<file path="src/rtl/ssp_pkg.sv">
// Shared SSP constants and receive FSM state encoding; no logic, no latency.
// Used by both the receive and transmit sides, so there is no backpressure here.
package ssp_pkg;
  localparam int SSP_DATA_W     = 8;
  localparam int SSP_FIFO_DEPTH = 4;

  typedef enum logic {
    IDLE  = 1'b0,
    SHIFT = 1'b1
  } ssp_rx_state_t;
endpackage

</file>
<file path="src/rtl/ssp_rx_fifo.sv">
// Show-ahead receive FIFO; a push is visible on dout/empty one cycle later.
// No backpressure: a push while full with no pop drops the byte and pulses overrun.
module ssp_rx_fifo
  import ssp_pkg::*;
#(
  parameter int DATA_W = SSP_DATA_W,
  parameter int DEPTH  = SSP_FIFO_DEPTH
) (
  input  logic              clk,
  input  logic              clear,
  input  logic              push,
  input  logic              pop,
  input  logic [DATA_W-1:0] din,
  output logic [DATA_W-1:0] dout,
  output logic              full,
  output logic              empty,
  output logic              overrun
);
  localparam int AW = (DEPTH > 1) ? $clog2(DEPTH) : 1;
  localparam int CW = $clog2(DEPTH + 1);

  logic [DATA_W-1:0] mem_q [DEPTH];
  logic [DATA_W-1:0] mem_d [DEPTH];
  logic [AW-1:0]     wr_ptr_q, wr_ptr_d;
  logic [AW-1:0]     rd_ptr_q, rd_ptr_d;
  logic [CW-1:0]     count_q, count_d;
  logic              ovr_q, ovr_d;
  logic              pop_ok, push_ok;

  assign full    = (count_q == CW'(DEPTH));
  assign empty   = (count_q == '0);
  assign dout    = empty ? '0 : mem_q[rd_ptr_q];
  assign overrun = ovr_q;

  // A simultaneous pop frees the slot, so a push into a full FIFO is still accepted.
  assign pop_ok  = pop && !empty;
  assign push_ok = push && (!full || pop_ok);

  always_comb begin
    mem_d    = mem_q;
    wr_ptr_d = wr_ptr_q;
    rd_ptr_d = rd_ptr_q;
    count_d  = count_q + CW'(push_ok) - CW'(pop_ok);
    ovr_d    = push && !push_ok;
    if (push_ok) begin
      mem_d[wr_ptr_q] = din;
      wr_ptr_d        = wr_ptr_q + AW'(1);
    end
    if (pop_ok) begin
      rd_ptr_d = rd_ptr_q + AW'(1);
    end
  end

  always_ff @(posedge clk) begin
    if (clear) begin
      for (int i = 0; i < DEPTH; i++) mem_q[i] <= '0;
      wr_ptr_q <= '0;
      rd_ptr_q <= '0;
      count_q  <= '0;
      ovr_q    <= 1'b0;
    end else begin
      mem_q    <= mem_d;
      wr_ptr_q <= wr_ptr_d;
      rd_ptr_q <= rd_ptr_d;
      count_q  <= count_d;
      ovr_q    <= ovr_d;
    end
  end
endmodule

</file>
<file path="src/rtl/ssp_receiver.sv">
// SSP serial receiver: bits sampled on SSPCLKIN falling edges, byte in FIFO 1 PCLK after 8th edge.
// No backpressure on the serial side: bytes arriving while the FIFO is full are dropped (SSPRXOVR).
module ssp_receiver
  import ssp_pkg::*;
#(
  parameter int DATA_W = SSP_DATA_W,
  parameter int DEPTH  = SSP_FIFO_DEPTH
) (
  input  logic              PCLK,
  input  logic              CLEAR,
  input  logic              PSEL,
  input  logic              PWRITE,
  output logic [DATA_W-1:0] PRDATA,
  input  logic              SSPCLKIN,
  input  logic              SSPFSSIN,
  input  logic              SSPRXD,
  output logic              SSPRXINTR,
  output logic              RXEMPTY,
  output logic              SSPRXOVR
);
  localparam int CNT_W = $clog2(DATA_W);

  ssp_rx_state_t     state_q, state_d;
  logic [CNT_W-1:0]  cnt_q, cnt_d;
  logic [DATA_W-1:0] shreg_q, shreg_d;
  logic              clk_q, clk_d;
  logic              fe;
  logic              push;
  logic              pop;
  logic [DATA_W-1:0] rx_byte;

  assign clk_d   = SSPCLKIN;
  assign fe      = clk_q && !SSPCLKIN;
  assign rx_byte = {shreg_q[DATA_W-2:0], SSPRXD};
  assign pop     = PSEL && !PWRITE;

  always_comb begin
    state_d = state_q;
    cnt_d   = cnt_q;
    shreg_d = shreg_q;
    push    = 1'b0;
    unique case (state_q)
      IDLE: begin
        if (fe && SSPFSSIN) begin
          state_d = SHIFT;
          cnt_d   = '0;
        end
      end
      SHIFT: begin
        if (fe) begin
          shreg_d = rx_byte;
          cnt_d   = cnt_q + CNT_W'(1);
          // Frame sync is only meaningful alongside the last bit: it chains the next frame.
          if (cnt_q == CNT_W'(DATA_W - 1)) begin
            push    = 1'b1;
            cnt_d   = '0;
            state_d = SSPFSSIN ? SHIFT : IDLE;
          end
        end
      end
      default: state_d = IDLE;
    endcase
  end

  always_ff @(posedge PCLK) begin
    if (CLEAR) begin
      state_q <= IDLE;
      cnt_q   <= '0;
      shreg_q <= '0;
      clk_q   <= 1'b0;
    end else begin
      state_q <= state_d;
      cnt_q   <= cnt_d;
      shreg_q <= shreg_d;
      clk_q   <= clk_d;
    end
  end

  ssp_rx_fifo #(
    .DATA_W (DATA_W),
    .DEPTH  (DEPTH)
  ) u_fifo (
    .clk     (PCLK),
    .clear   (CLEAR),
    .push    (push),
    .pop     (pop),
    .din     (rx_byte),
    .dout    (PRDATA),
    .full    (SSPRXINTR),
    .empty   (RXEMPTY),
    .overrun (SSPRXOVR)
  );
endmodule
</file>
<file path="config.mk">
export PLATFORM = sky130hd
export DESIGN_NAME = ssp_receiver
export DESIGN_NICKNAME = d
export VERILOG_FILES = /design/src/rtl/ssp_pkg.sv /design/src/rtl/ssp_rx_fifo.sv /design/src/rtl/ssp_receiver.sv
export SDC_FILE = /design/constraint.sdc
export NUM_CORES = 1
export LEC_CHECK = 0
export ABC_AREA = 0
export CAP_MARGIN = 0
export CELL_PAD_IN_SITES_DETAIL_PLACEMENT = 1
export CELL_PAD_IN_SITES_GLOBAL_PLACEMENT = 2
export CORE_MARGIN = 2
export CORE_UTILIZATION = 38
export DETAILED_ROUTE_END_ITERATION = 8
export PLACE_DENSITY_LB_ADDON = 0.3
export SLEW_MARGIN = 15
export SYNTH_ARGS = -nofsm -noshare
export SYNTH_HDL_FRONTEND = slang
export SYNTH_SLANG_ARGS = --single-unit
</file>
<file path="constraint.sdc">
create_clock -name PCLK -period 2.6 [get_ports PCLK]
set_input_delay 0.78 -clock PCLK [delete_from_list [all_inputs] [get_ports PCLK]]
set_output_delay 0.78 -clock PCLK [all_outputs]
set_load 0.02 [all_outputs]
</file>
==> flow_metrics.tcl <==
set metrics [dict create \
    status "finished, final reports clean" \
    dieArea_sq_um 7230 \
    yosysMostFrequentCell "dfxtp_1" \
    rows 29 \
    finClkSkew_ns 0.0103 \
    grt_pass1_wl_um 9030 \
    finalSetupTns_ns 0 \
    core-area_sq_um 6350 \
    slowest_stage "mux4_2" \
    syn_avg_cell_area_sq_um 10.4 \
    synth_enable_flop_cells 0 \
    worstHoldStart "u_fifo.mem_q[15]$_SDFFE_PP0P_" \
    cp_data_required_time_ns 1.82 \
    placed_cells 332 \
    end_kind "output pin" \
    grt_overflow 0 \
    viasPerCell 4.97 \
    max_freq_mhz 398 \
    setup.worst_path.start "u_fifo.rd_ptr_q[0]$_SDFFE_PP0P_" \
    min_path_type "reg2reg" \
    critPathLaunchType "register" \
    async_reset_ff_share_pct 0 \
    wirelength_um 5250 \
    final_cells 340 \
    post-cts-setup-buffers 0 \
    worstPathArrival_ns 1.73 \
    final-hold-violation-count 0 \
    yosysTopAreaCell "dfxtp_1" \
    rr_worst_depth 11 \
    num_vias 1689 \
    path_class "reg2out" \
    drive_gt1_share_pct 14.8 \
    total_leakage_power_nw 1.19 \
    drtPass1Iterations 4 \
    initial_core_util_pct 39.3 \
    worstSkewPairLatency_ns 0.31 \
    synth_flop_cell "dfxtp_1" \
    cts_htree_levels 2 \
    antenna_left 0 \
    ys_ff_latch 52 \
    layout.nets 278 \
    hold_depth 2 \
    ys_seq_area_share_pct 41.7 \
    die_y_um 85.0 \
    clock-sinks 52 \
    clkTransAtPathRegs_ns 0.10 \
    power.density_nw_per_um2 601 \
    drtIter0Drc 49 \
    numPortBuffers 17 \
    rr_startpoint "u_fifo.count_q[1]$_SDFF_PP0_" \
    period_share_pct 96.7 \
    routedWlPerCell_um 15.5 \
    ios 18 \
    antenna_found_initial 0 \
    cts_buffers 5 \
    synth_warnings 0 \
    synth_area_sq_um 2490 \
    path_delay_family "multiplexers" \
    antenna_cells 0 \
    worstPathCellList "buf_4 > mux4_2 > nor2b_1 > dlygate4sd2_1" \
    grt_max_degree 63 \
    cp_num_cells 4 \
    period_needed_ns 2.51 \
    drcViolationCount 0 \
    area_growth_syn_to_layout_pct 17.6 \
    cpPeakStageDelay_ns 0.48 \
    setup_viol 0 \
    synthTopCellsByArea "dfxtp_1, mux2i_1, nand2b_1" \
    slew_headroom_pct 65.6 \
    max_cap_violations 0 \
    hpwlAfterDp_um 3640 \
    first_global_vias 1846 \
    rsz0062_at_grt "false" \
    cts_max_path_buffers 2 \
    syn_nets 256 \
    synth_common_cells "dfxtp_1, nand2b_1, mux2i_1, nand2_1, a21oi_1" \
    cts_hold_buf 0 \
    utilization_pct 46.2 \
    slew_viol_final 0 \
    tritoncts "yes" \
    crit_buf_inv 2 \
    place_congestion 0.704 \
    vdd_drop_max_mv 0.426 \
    grt_usage_pct 16.0 \
    synth_top_area_share_pct 41.7 \
    root_buffer "clkbuf_8" \
    syn_inst 240 \
    cp_max_fo 3 \
    die_w_um 85.0 \
    worst_pin_slew_ns 0.514 \
    ys_types 33 \
]
==> report_power, final <==
part / leakage [nW] / internal [W] / switching, W
logic: 0.716 / 0.000157 / 0.000200
clock network: 0.0548 / 0.000290 / 0.000280
registers: 0.420 / 0.000816 / 0.0000223
total: 1.19 / 0.00126 / 0.000502
==> kinds of logic (layout without fill, tap and decap cells) <==
| logic type | count (synthesis) | after routing | share of synthesized area, % |
|---|---|---|---|
| AO/OA/AOI/OAI | 23 | 23 | 7.12 |
| XOR/XNOR | 1 | 1 | 0.351 |
| adder cells (fa/ha/maj) | 9 | 9 | 4.81 |
| buffers and inverters | 22 | 45 | 4.16 |
| flip-flops | 52 | 52 | 41.7 |
| multiplexers | 42 | 42 | 20.9 |
| AND/OR/NAND/NOR | 91 | 91 | 20.9 |
==> repair_timing <==
item / 4_1_cts / 5_1_grt
endpoints found under the setup margin: 9 / 10
resized for setup: 12 / 11
pin swaps: 0 / 1
==> worst paths after layout <==
kind	slack [ns]	endpoint
setup / recovery	0.09	PRDATA[4]
hold / removal	0.48	u_fifo.mem_q[15]$_SDFFE_PP0P_
setup reg to reg	0.45	u_fifo.count_q[2]$_SDFF_PP0_
hold reg to reg	0.48	u_fifo.mem_q[15]$_SDFFE_PP0P_
==> worst reg2reg max path, delay by kind of cell, from the launching register on <==
family / cells / cell delay [ns]
adder cells (fa/ha/maj): 3 / 0.75
buffers and inverters: 3 / 0.28
flip-flops: 1 / 0.38
XOR/XNOR: 1 / 0.17
AND/OR/NAND/NOR: 4 / 0.48
==> routing by layer <==
layer / up-vias / track usage (%) / share of wire [%]
met2: 14 / 26.8 / 49
met3: 4 / 2.92 / 1.8
li1: 856 / - / -
met4: 0 / 4.33 / 0.99
met1: 815 / 21.2 / 48
met5: - / 0 / 0
==> layout make-up <==
cell class / count / area (sq um)
sequential: 52 / 1040
multi-input combinational: 166 / 1370
timing repair buffer: 29 / 279
clock inverter: 3 / 46.3
tap: 77 / 96.3
fill: 693 / 3420
inverter: 8 / 30.0
clock buffer: 5 / 68.8
==> cell usage in the layout (no fill, tap or decap), types with 2 or more instances in the layout <==
cell type	instances
ha_1	8
a21oi_1	12
dlygate4sd2_1	3
nand2_1	16
dfxtp_2	2
clkdlybuf4s15_1	6
o21ai_0	4
nand2b_1	43
o211ai_4	3
clkdlybuf4s50_1	7
nor2_1	8
dfxtp_1	50
nor2b_1	11
inv_1	8
mux4_2	8
nor3_2	2
nand3b_1	2
clkbuf_8	5
mux2i_1	33
buf_4	10
==> sequential cells by signal, summed over array words and instances, names as in the netlist <==
name	count
u_fifo.mem_q	32
shreg_q	7
cnt_q	3
u_fifo.count_q	3
u_fifo.rd_ptr_q	2
u_fifo.wr_ptr_q	2
clk_q	1
state_q	1
u_fifo.overrun	1
==> through the flow <==
step / power (W) / hold slack (ns) / area (sq um) / setup WS [ns]
finish: 0.00176 / 0.477 / 2930 / 0.0870
CTS: 0.00179 / 0.486 / 2910 / 0.00491
floorplan: 0.00106 / 0.437 / 2490 / 0.0901
global placement: 0.00121 / 0.449 / 2800 / -0.180
detailed placement: 0.00122 / 0.469 / 2800 / -0.260
global route: 0.00187 / 0.502 / 2930 / 0.000152
No activity file was read; power rests on OpenSTA's default activity.
